`config.mk`:
```
export PLATFORM = sky130hd
export DESIGN_NAME = ro_window_counter
export DESIGN_NICKNAME = d
export VERILOG_FILES = /design/src/rtl/ro_window_counter.sv
export SDC_FILE = /design/constraint.sdc
export NUM_CORES = 1
export LEC_CHECK = 0
export CORE_MARGIN = 8
export CORE_UTILIZATION = 55
export DETAILED_ROUTE_END_ITERATION = 12
export PLACE_DENSITY = 0.82
export SLEW_MARGIN = 10
export SYNTH_ARGS = -nofsm -noshare
export SYNTH_HDL_FRONTEND = slang
export SYNTH_SLANG_ARGS = --single-unit
```
`constraint.sdc`:
```
create_clock -name clk1 -period 3.1 [get_ports clk1]
set_input_delay 0.62 -clock clk1 [delete_from_list [all_inputs] [get_ports clk1]]
set_output_delay 0.62 -clock clk1 [all_outputs]
set_load 0.02 [all_outputs]
```
`src/rtl/ro_window_counter.sv`:
```
// Windowed rising-edge counter for an asynchronous ring-oscillator input.
// Define ROWC_SATURATE_EN to saturate the edge count; otherwise it wraps.
module ro_window_counter #(
    parameter int WIDTH       = 16,
    parameter int WINDOW      = 1000,
    parameter int SYNC_STAGES = 2
) (
    input  logic             clk1,
    input  logic             rst_n,
    input  logic             osc_in,
    input  logic             en,
    input  logic             start,
    input  logic             continuous,
    output logic [WIDTH-1:0] count,
    output logic             count_valid,
    output logic             busy,
    output logic             overflow
);

    typedef enum logic [1:0] {IDLE, SETTLE, COUNT, DONE} state_t;

    localparam int CMAX = (WINDOW > SYNC_STAGES) ? WINDOW : SYNC_STAGES;
    localparam int CW   = (CMAX > 1) ? $clog2(CMAX) : 1;

    state_t                 state, state_nxt;
    logic [SYNC_STAGES-1:0] sync;
    logic                   hist;
    logic                   edge_det;
    logic [CW-1:0]          win_cnt;
    logic [WIDTH-1:0]       edge_cnt, cnt_nxt;
    logic                   ovf_flag, ovf_nxt;
    logic                   settle_end, win_end;

    always_ff @(posedge clk1) begin
        if (!rst_n) begin
            sync <= '0;
            hist <= 1'b0;
        end else begin
            sync <= {sync[SYNC_STAGES-2:0], osc_in};
            hist <= sync[SYNC_STAGES-1];
        end
    end

    assign edge_det   = sync[SYNC_STAGES-1] & ~hist;
    // win_cnt doubles as the settle timer; it restarts on every state change
    assign settle_end = (win_cnt == CW'(SYNC_STAGES - 1));
    assign win_end    = (win_cnt == CW'(WINDOW - 1));

    always_ff @(posedge clk1) begin
        if (!rst_n) state <= IDLE;
        else        state <= state_nxt;
    end

    always_comb begin
        state_nxt = state;
        if (!en) begin
            state_nxt = IDLE;
        end else begin
            case (state)
                IDLE:    if (start) state_nxt = SETTLE;
                SETTLE:  if (settle_end) state_nxt = COUNT;
                COUNT:   if (win_end) state_nxt = DONE;
                DONE:    state_nxt = continuous ? COUNT : IDLE;
                default: state_nxt = IDLE;
            endcase
        end
    end

    always_comb begin
        busy        = (state != IDLE);
        count_valid = (state == DONE);
    end

    always_comb begin
        cnt_nxt = edge_cnt;
        ovf_nxt = ovf_flag;
        if (edge_det) begin
`ifdef ROWC_SATURATE_EN
            if (edge_cnt == '1) ovf_nxt = 1'b1;
            else                cnt_nxt = edge_cnt + 1'b1;
`else
            cnt_nxt = edge_cnt + 1'b1;
            if (edge_cnt == '1) ovf_nxt = 1'b1;
`endif
        end
    end

    always_ff @(posedge clk1) begin
        if (!rst_n) begin
            win_cnt  <= '0;
            edge_cnt <= '0;
            ovf_flag <= 1'b0;
        end else begin
            if (state_nxt != state)
                win_cnt <= '0;
            else if (state == SETTLE || state == COUNT)
                win_cnt <= win_cnt + 1'b1;

            // Accumulate only while the window stays open; any exit discards it
            if (state == COUNT && state_nxt == COUNT) begin
                edge_cnt <= cnt_nxt;
                ovf_flag <= ovf_nxt;
            end else begin
                edge_cnt <= '0;
                ovf_flag <= 1'b0;
            end
        end
    end

    // Result includes the edge seen in the final COUNT cycle
    always_ff @(posedge clk1) begin
        if (!rst_n) begin
            count    <= '0;
            overflow <= 1'b0;
        end else if (state == COUNT && state_nxt == DONE) begin
            count    <= cnt_nxt;
            overflow <= ovf_nxt;
        end
    end

endmodule
```
==> impl_metrics.csv, run 1 <==
group,metric,value,unit
synthesis,synth_cell_types,40,
cts,cts_setup_buffers,0,
timing,slew_headroom,51.09,%
routing,routed_wl,4609,microns
floorplanning,start_util,56.55,%
critical_path,crit_chain,"inv_1 > ha_1 > nor2_1 > a221o_1 > a311oi_4 > buf_12 > nand3b_2 > nor2_1",
critical_path,endpoint_kind,"flop",
critical_path,cp_common_cell,"nor2_1",
critical_path,slowest_delay,0.41,ns
critical_path,critPathArrivalTime,2.88,ns
global_routing,gr-total-overflow,0,
floorplanning,num_rows,23,
worst_hold_path,whs_path_depth,1,
floorplanning,io_pins,25,
timing,rsz0062_at_grt,"false",
floorplanning,coreArea,3943,sq um
floorplanning,die_h,79.67,microns
synthesis,synthFlopType,"dfxtp_1",
timing,period_needed,2.653,ns
synthesis,ys_seq_area_share,44.00,%
synthesis,ys_warn_count,0,
placed_design,gp_congestion,0.8701,
routing,detail-route-antenna-nets,0,
timing,fin_tns_setup,0,ns
cts,ctsResizeCount,0,
worst_hold_path,hp-start,"sync[0]",
floorplanning,dieWidth,79.67,microns
synthesis,synth_cells,243,
critical_path,worstSetupPathType,"flop to flop",
synthesis,async_reset_ff_share,0,%
final_layout,seq_area,980.9,sq um
global_routing,grt_max_degree,36,
critical_path,r2r_start,"state[0]",
critical_path,cp.required,3.33,ns
final_layout,final_common_cell,"dfxtp_1",
cts,cts_tree,"built",
critical_path,cpMaxStageDelayCell,"a221o_1",
floorplanning,fp.dieArea,6347,sq um
critical_path,path_buf_inv,2,
pwr,peakVddDrop,0.2996,mV
final_layout,drive_above_1_share,5.660,%
final_layout,mostFrequentLayoutCells,"49 x dfxtp_1, 34 x nor2_1, 24 x clkdlybuf4s50_1",
pwr,power_density,423.4,nW/um^2
synthesis,synth-edff-count,0,
critical_path,regToRegSetupSlack,0.45,ns
timing,finalWorstSetupSlack,0.4467,ns
global_routing,grt_pass1_vias,1659,
cts,path_clk_slew,0.09,ns
cts,cts-root-buf,"clkbuf_8",
synthesis,syn_nets,258,
timing,setup_viol,0,
cts,numCtsBuffers,5,
routing,wl_per_cell,14.63,microns
final_layout,syn2layout_area_growth,15.88,%
run_status,outcome,"completed",
cts,h-tree-depth,2,
cts,clockBufferDepth,2,
synthesis,syn-cell-area,2230,sq um
placed_design,io_buffers,24,
synthesis,synth_area_per_cell,9.175,sq um
worst_hold_path,hold_path_end,"sync[1]",
cts,postCtsHoldBufs,0,
critical_path,cp_top_family,"compound AO/OA/AOI/OAI gates",
critical_path,r2r-end,"edge_cnt[12]",
routing,via_per_inst,5.571,
timing,finalMaxSlewViolations,0,
final_layout,diodes,0,
timing,worst_pin_slew,0.7324,ns
global_routing,grt_pass1_wl,7921,microns
final_layout,fillers,336,
timing,hold_violations,0,
routing,dr.first_iter.drc_count,167,
routing,first_pass_iters,4,
routing,num_vias,1755,
cts,cts.sinks,49,
worst_hold_path,hold_class,"flop to flop",
timing,post-route-period-util,85.59,%
run,drv_cap,0,
timing,timing.fmax,376.9,MHz
critical_path,worstPathMaxFanout,35,
pwr,leakage,0.8267,nW
final_layout,layout.nets,279,
placed_design,dp_hpwl,3307,microns
global_routing,grtUsageTotal,15.74,%
critical_path,rr_worst_depth,8,
cts,clock_insertion_delay_worst_skew,0.31,ns
critical_path,startpoint_type,"flop",
placed_design,pre_cts_ws,0.3342,ns
routing,post-route-drc-count,0,
synthesis,synth_seq_cells,49,
global_routing,antenna_found_initial,0,
timing,finClkSkew,0.006974,ns
final_layout,multi_input_area,1149,sq um
## worst max path at each step
stage / from / end / slack [ns] / cells past startpoint
global route: state[0] / edge_cnt[12] / 0.27 / 8
finish: state[0] / edge_cnt[12] / 0.45 / 8
CTS: state[0] / edge_cnt[12] / 0.47 / 8
floorplan: state[1] / count[10] / 0.80 / 6
detailed placement: continuous / edge_cnt[12] / 0.33 / 7
global placement: continuous / edge_cnt[7] / 0.38 / 7
## cells by family after synthesis
| group | synth area share, % |
|---|---|
| simple gates | 19.58 |
| compound gates | 17.00 |
| flops | 44.00 |
| xor+xnor | 9.428 |
| buf+inv | 4.489 |
| fa+ha+maj | 5.051 |
| mux | 0.4490 |
## report_power, final
part / internal (mW) / switching (mW) / leakage, nW
sequential: 0.634 / 0.00701 / 0.395
clock: 0.160 / 0.215 / 0.0445
combinational: 0.0299 / 0.0482 / 0.387
## sequential cells by signal, indices dropped and copies added, names as in the netlist
signal and cells:
win_cnt 10, edge_cnt 16, count 16, ovf_flag 1, hist 1, overflow 1
state 2, sync 2
## routing by layer
layer / share of wire, % / track usage [%]
met5: 0 / 0
met2: 46 / 23.80
met4: 2.1 / 7.222
met1: 46 / 20.20
met3: 5.7 / 4.392
## per-stage QoR
stage	instances	hold WS, ns	utilization [%]	total power, mW	instance area [sq um]
global placement	307	0.4162	63.25	0.7318	2494
floorplan	243	0.4119	-	0.7119	2230
global route	315	0.4637	65.53	1.145	2584
finish	315	0.4388	65.53	1.094	2584
detailed placement	307	0.4225	63.25	0.7333	2494
CTS	315	0.4434	65.53	1.108	2584
## cell usage after synthesis, types with 2 or more instances
cell	n	share of area, %
nand3_1	6	1.3
xnor2_1	12	4.7
xor2_1	12	4.7
and3_1	2	0.56
clkbuf_1	5	0.84
nor2b_1	2	0.56
a21oi_1	19	4.3
a211oi_1	3	1.0
a31oi_1	2	0.56
inv_1	8	1.3
nor2_1	34	5.7
buf_2	5	1.1
nor3_1	7	1.6
a311oi_1	17	6.7
and2_1	3	0.84
buf_6	2	1.0
nand4_1	7	2.0
nand3b_1	2	0.67
dfxtp_1	49	44
nor4_1	5	1.4
nand2_1	13	2.2
or2_2	2	0.56
ha_1	9	5.1
## layout make-up
type,count,share of cell area [%]
Multi-Input combinational cell,173,44.46
Sequential cell,49,37.97
Timing Repair Buffer,26,10.36
Clock buffer,5,2.663
Tap cell,50,2.421
Inverter,9,1.308
Clock inverter,3,0.8232
Note: power is estimated with default switching activity, not from simulation.
==> run 2, diff against run 1 <==
Settings changed: CORE_UTILIZATION 55 to 60, DONT_BUFFER_PORTS set to 1, PLACE_DENSITY 0.82 to 0.8.
==> impl_metrics.csv, run 2 (synthesis gave the netlist of run 1 again) <==
group,metric,value,unit
routing,met1_length,2192,microns
floorplanning,die_h,76.96,microns
final_layout,reg.largest.list,"count: 16 flops, edge_cnt: 16 flops, win_cnt: 10 flops",
placed_design,dpl.cell_count,282,
floorplanning,io_pins,25,
final_layout,design_area,2340,sq um
global_routing,grtUsageTotal,15.12,%
pwr,leakage,0.7460,nW
critical_path,cp_common_cell,"nor2_1",
critical_path,worstPathMaxFanout,35,
routing,first_pass_iters,5,
critical_path,endpoint_kind,"flop",
critical_path,rr_worst_depth,8,
critical_path,path_buf_inv,2,
cts,cts_tree,"built",
critical_path,cp.required,3.33,ns
critical_path,startpoint_type,"flop",
cts,ctsResizeCount,0,
routing,via_per_inst,5.790,
critical_path,slowest_delay,0.42,ns
timing,finalMaxSlewViolations,0,
worst_hold_path,hold_path_end,"sync[1]",
critical_path,critPathArrivalTime,3.01,ns
global_routing,grt_pass1_vias,1535,
cts,cts_setup_buffers,0,
global_routing,gr-total-overflow,0,
timing,slew_headroom,48.93,%
placed_design,io_buffers,0,
critical_path,path_depth,8,
cts,h-tree-depth,2,
timing,finClkSkew,0.009188,ns
cts,clockBufferDepth,2,
worst_hold_path,hp-start,"sync[0]",
routing,routed_wl,4369,microns
timing,post-route-period-util,89.55,%
routing,wl_met3,285,microns
timing,worst_pin_slew,0.7648,ns
critical_path,crit_chain,"inv_1 > ha_1 > nor2_1 > a221o_1 > a311oi_4 > buf_4 > nand3b_2 > nor2_1",
routing,detail-route-antenna-nets,0,
pwr,power,1.094,mW
cts,clock_insertion_delay_worst_skew,0.30,ns
global_routing,antenna_found_initial,0,
run,drv_cap,0,
floorplanning,num_rows,22,
routing,dr.first_iter.drc_count,222,
timing,setup_viol,0,
critical_path,regToRegSetupSlack,0.32,ns
placed_design,gp_congestion,0.8567,
pwr,peakVddDrop,0.2517,mV
cts,cts.sinks,49,
global_routing,grt_pass1_wl,7314,microns
routing,wl_met2,1839,microns
placed_design,dpl_cell_area,2246,sq um
timing,period_needed,2.776,ns
timing,hold_violations,0,
cts,postCtsHoldBufs,0,
final_layout,final_common_cell,"dfxtp_1",
final_layout,fillers,305,
critical_path,r2r-end,"edge_cnt[7]",
worst_hold_path,whs_path_depth,1,
critical_path,worstSetupPathType,"flop to flop",
timing,rsz0062_at_grt,"false",
final_layout,layout.nets,256,
final_layout,drive_above_1_share,6.612,%
placed_design,dp_hpwl,3219,microns
critical_path,r2r_start,"state[0]",
cts,numCtsBuffers,5,
timing,fin_tns_setup,0,ns
routing,wl_per_cell,15.07,microns
floorplanning,dieWidth,76.96,microns
critical_path,cp_top_family,"compound AO/OA/AOI/OAI gates",
routing,num_vias,1679,
worst_hold_path,hold_class,"flop to flop",
critical_path,cpMaxStageDelayCell,"a221o_1",
pwr,power_density,467.5,nW/um^2
global_routing,grt_max_degree,36,
routing,dr.max_layer_used,"met4",
routing,post-route-drc-count,0,
floorplanning,start_util,61.83,%
cts,path_clk_slew,0.09,ns
final_layout,syn2layout_area_growth,4.938,%
timing,timing.fmax,360.2,MHz
run_status,outcome,"completed",
floorplanning,coreArea,3606,sq um
floorplanning,fp.dieArea,5923,sq um
final_layout,final_cells,290,
final_layout,mostFrequentLayoutCells,"49 x dfxtp_1, 34 x nor2_1, 19 x a21oi_1",
cts,cts-root-buf,"clkbuf_8",
final_layout,diodes,0,
run 2: worst max-delay path by stage:
stage | from | slack [ns] | to
2_1_floorplan | state[1] | 0.80 | count[10]
3_3_place_gp | state[0] | 0.52 | edge_cnt[0]
3_5_place_dp | state[0] | 0.39 | edge_cnt[0]
4_1_cts | state[0] | 0.34 | edge_cnt[0]
5_1_grt | state[0] | 0.13 | edge_cnt[7]
6_report | state[0] | 0.32 | edge_cnt[7]
run 2: area by class of cell:
type                    instances  area, sq um  share of cell area, %
clock buffers                   5        68.82                  2.941
flip-flops and latches         49        980.9                  41.93
multi-input cells             173         1149                  49.09
repair buffers                  3        22.52                 0.9626
clock inverters                 3        25.02                  1.070
inverters                       9        33.78                  1.444
well taps                      48        60.06                  2.567
run 2: per-layer routing:
layer | global-route usage [%] | vias up
met4 | 5.962 | 0
met2 | 20.90 | 33
li1 | - | 868
met5 | 0 | -
met3 | 5.245 | 5
met1 | 20.70 | 773
run 2: where the power goes:
part / leakage (nW) / internal (mW) / switching, mW / total [mW]
Sequential: 0.395 / 0.634 / 0.00694 / 0.641
Clock: 0.0452 / 0.165 / 0.222 / 0.386
Combinational: 0.305 / 0.0219 / 0.0443 / 0.0662
run 2: metrics by stage:
| step | setup slack, ns | util (%) | hold WS, ns |
|---|---|---|---|
| 2_1_floorplan | 0.7961 | - | 0.4119 |
| 3_5_place_dp | 0.3900 | 62.28 | 0.4228 |
| 4_1_cts | 0.3449 | 64.89 | 0.4301 |
| 3_3_place_gp | 0.5196 | 62.28 | 0.4156 |
| 5_1_grt | 0.1310 | 64.89 | 0.4287 |
| 6_report | 0.3239 | 64.89 | 0.4382 |
==> run 3, diff against run 2 <==
Settings changed: SLEW_MARGIN 10 to 15.
==> results of run 3 <==
Final layout, timing and power as in run 2 (identical DEF).
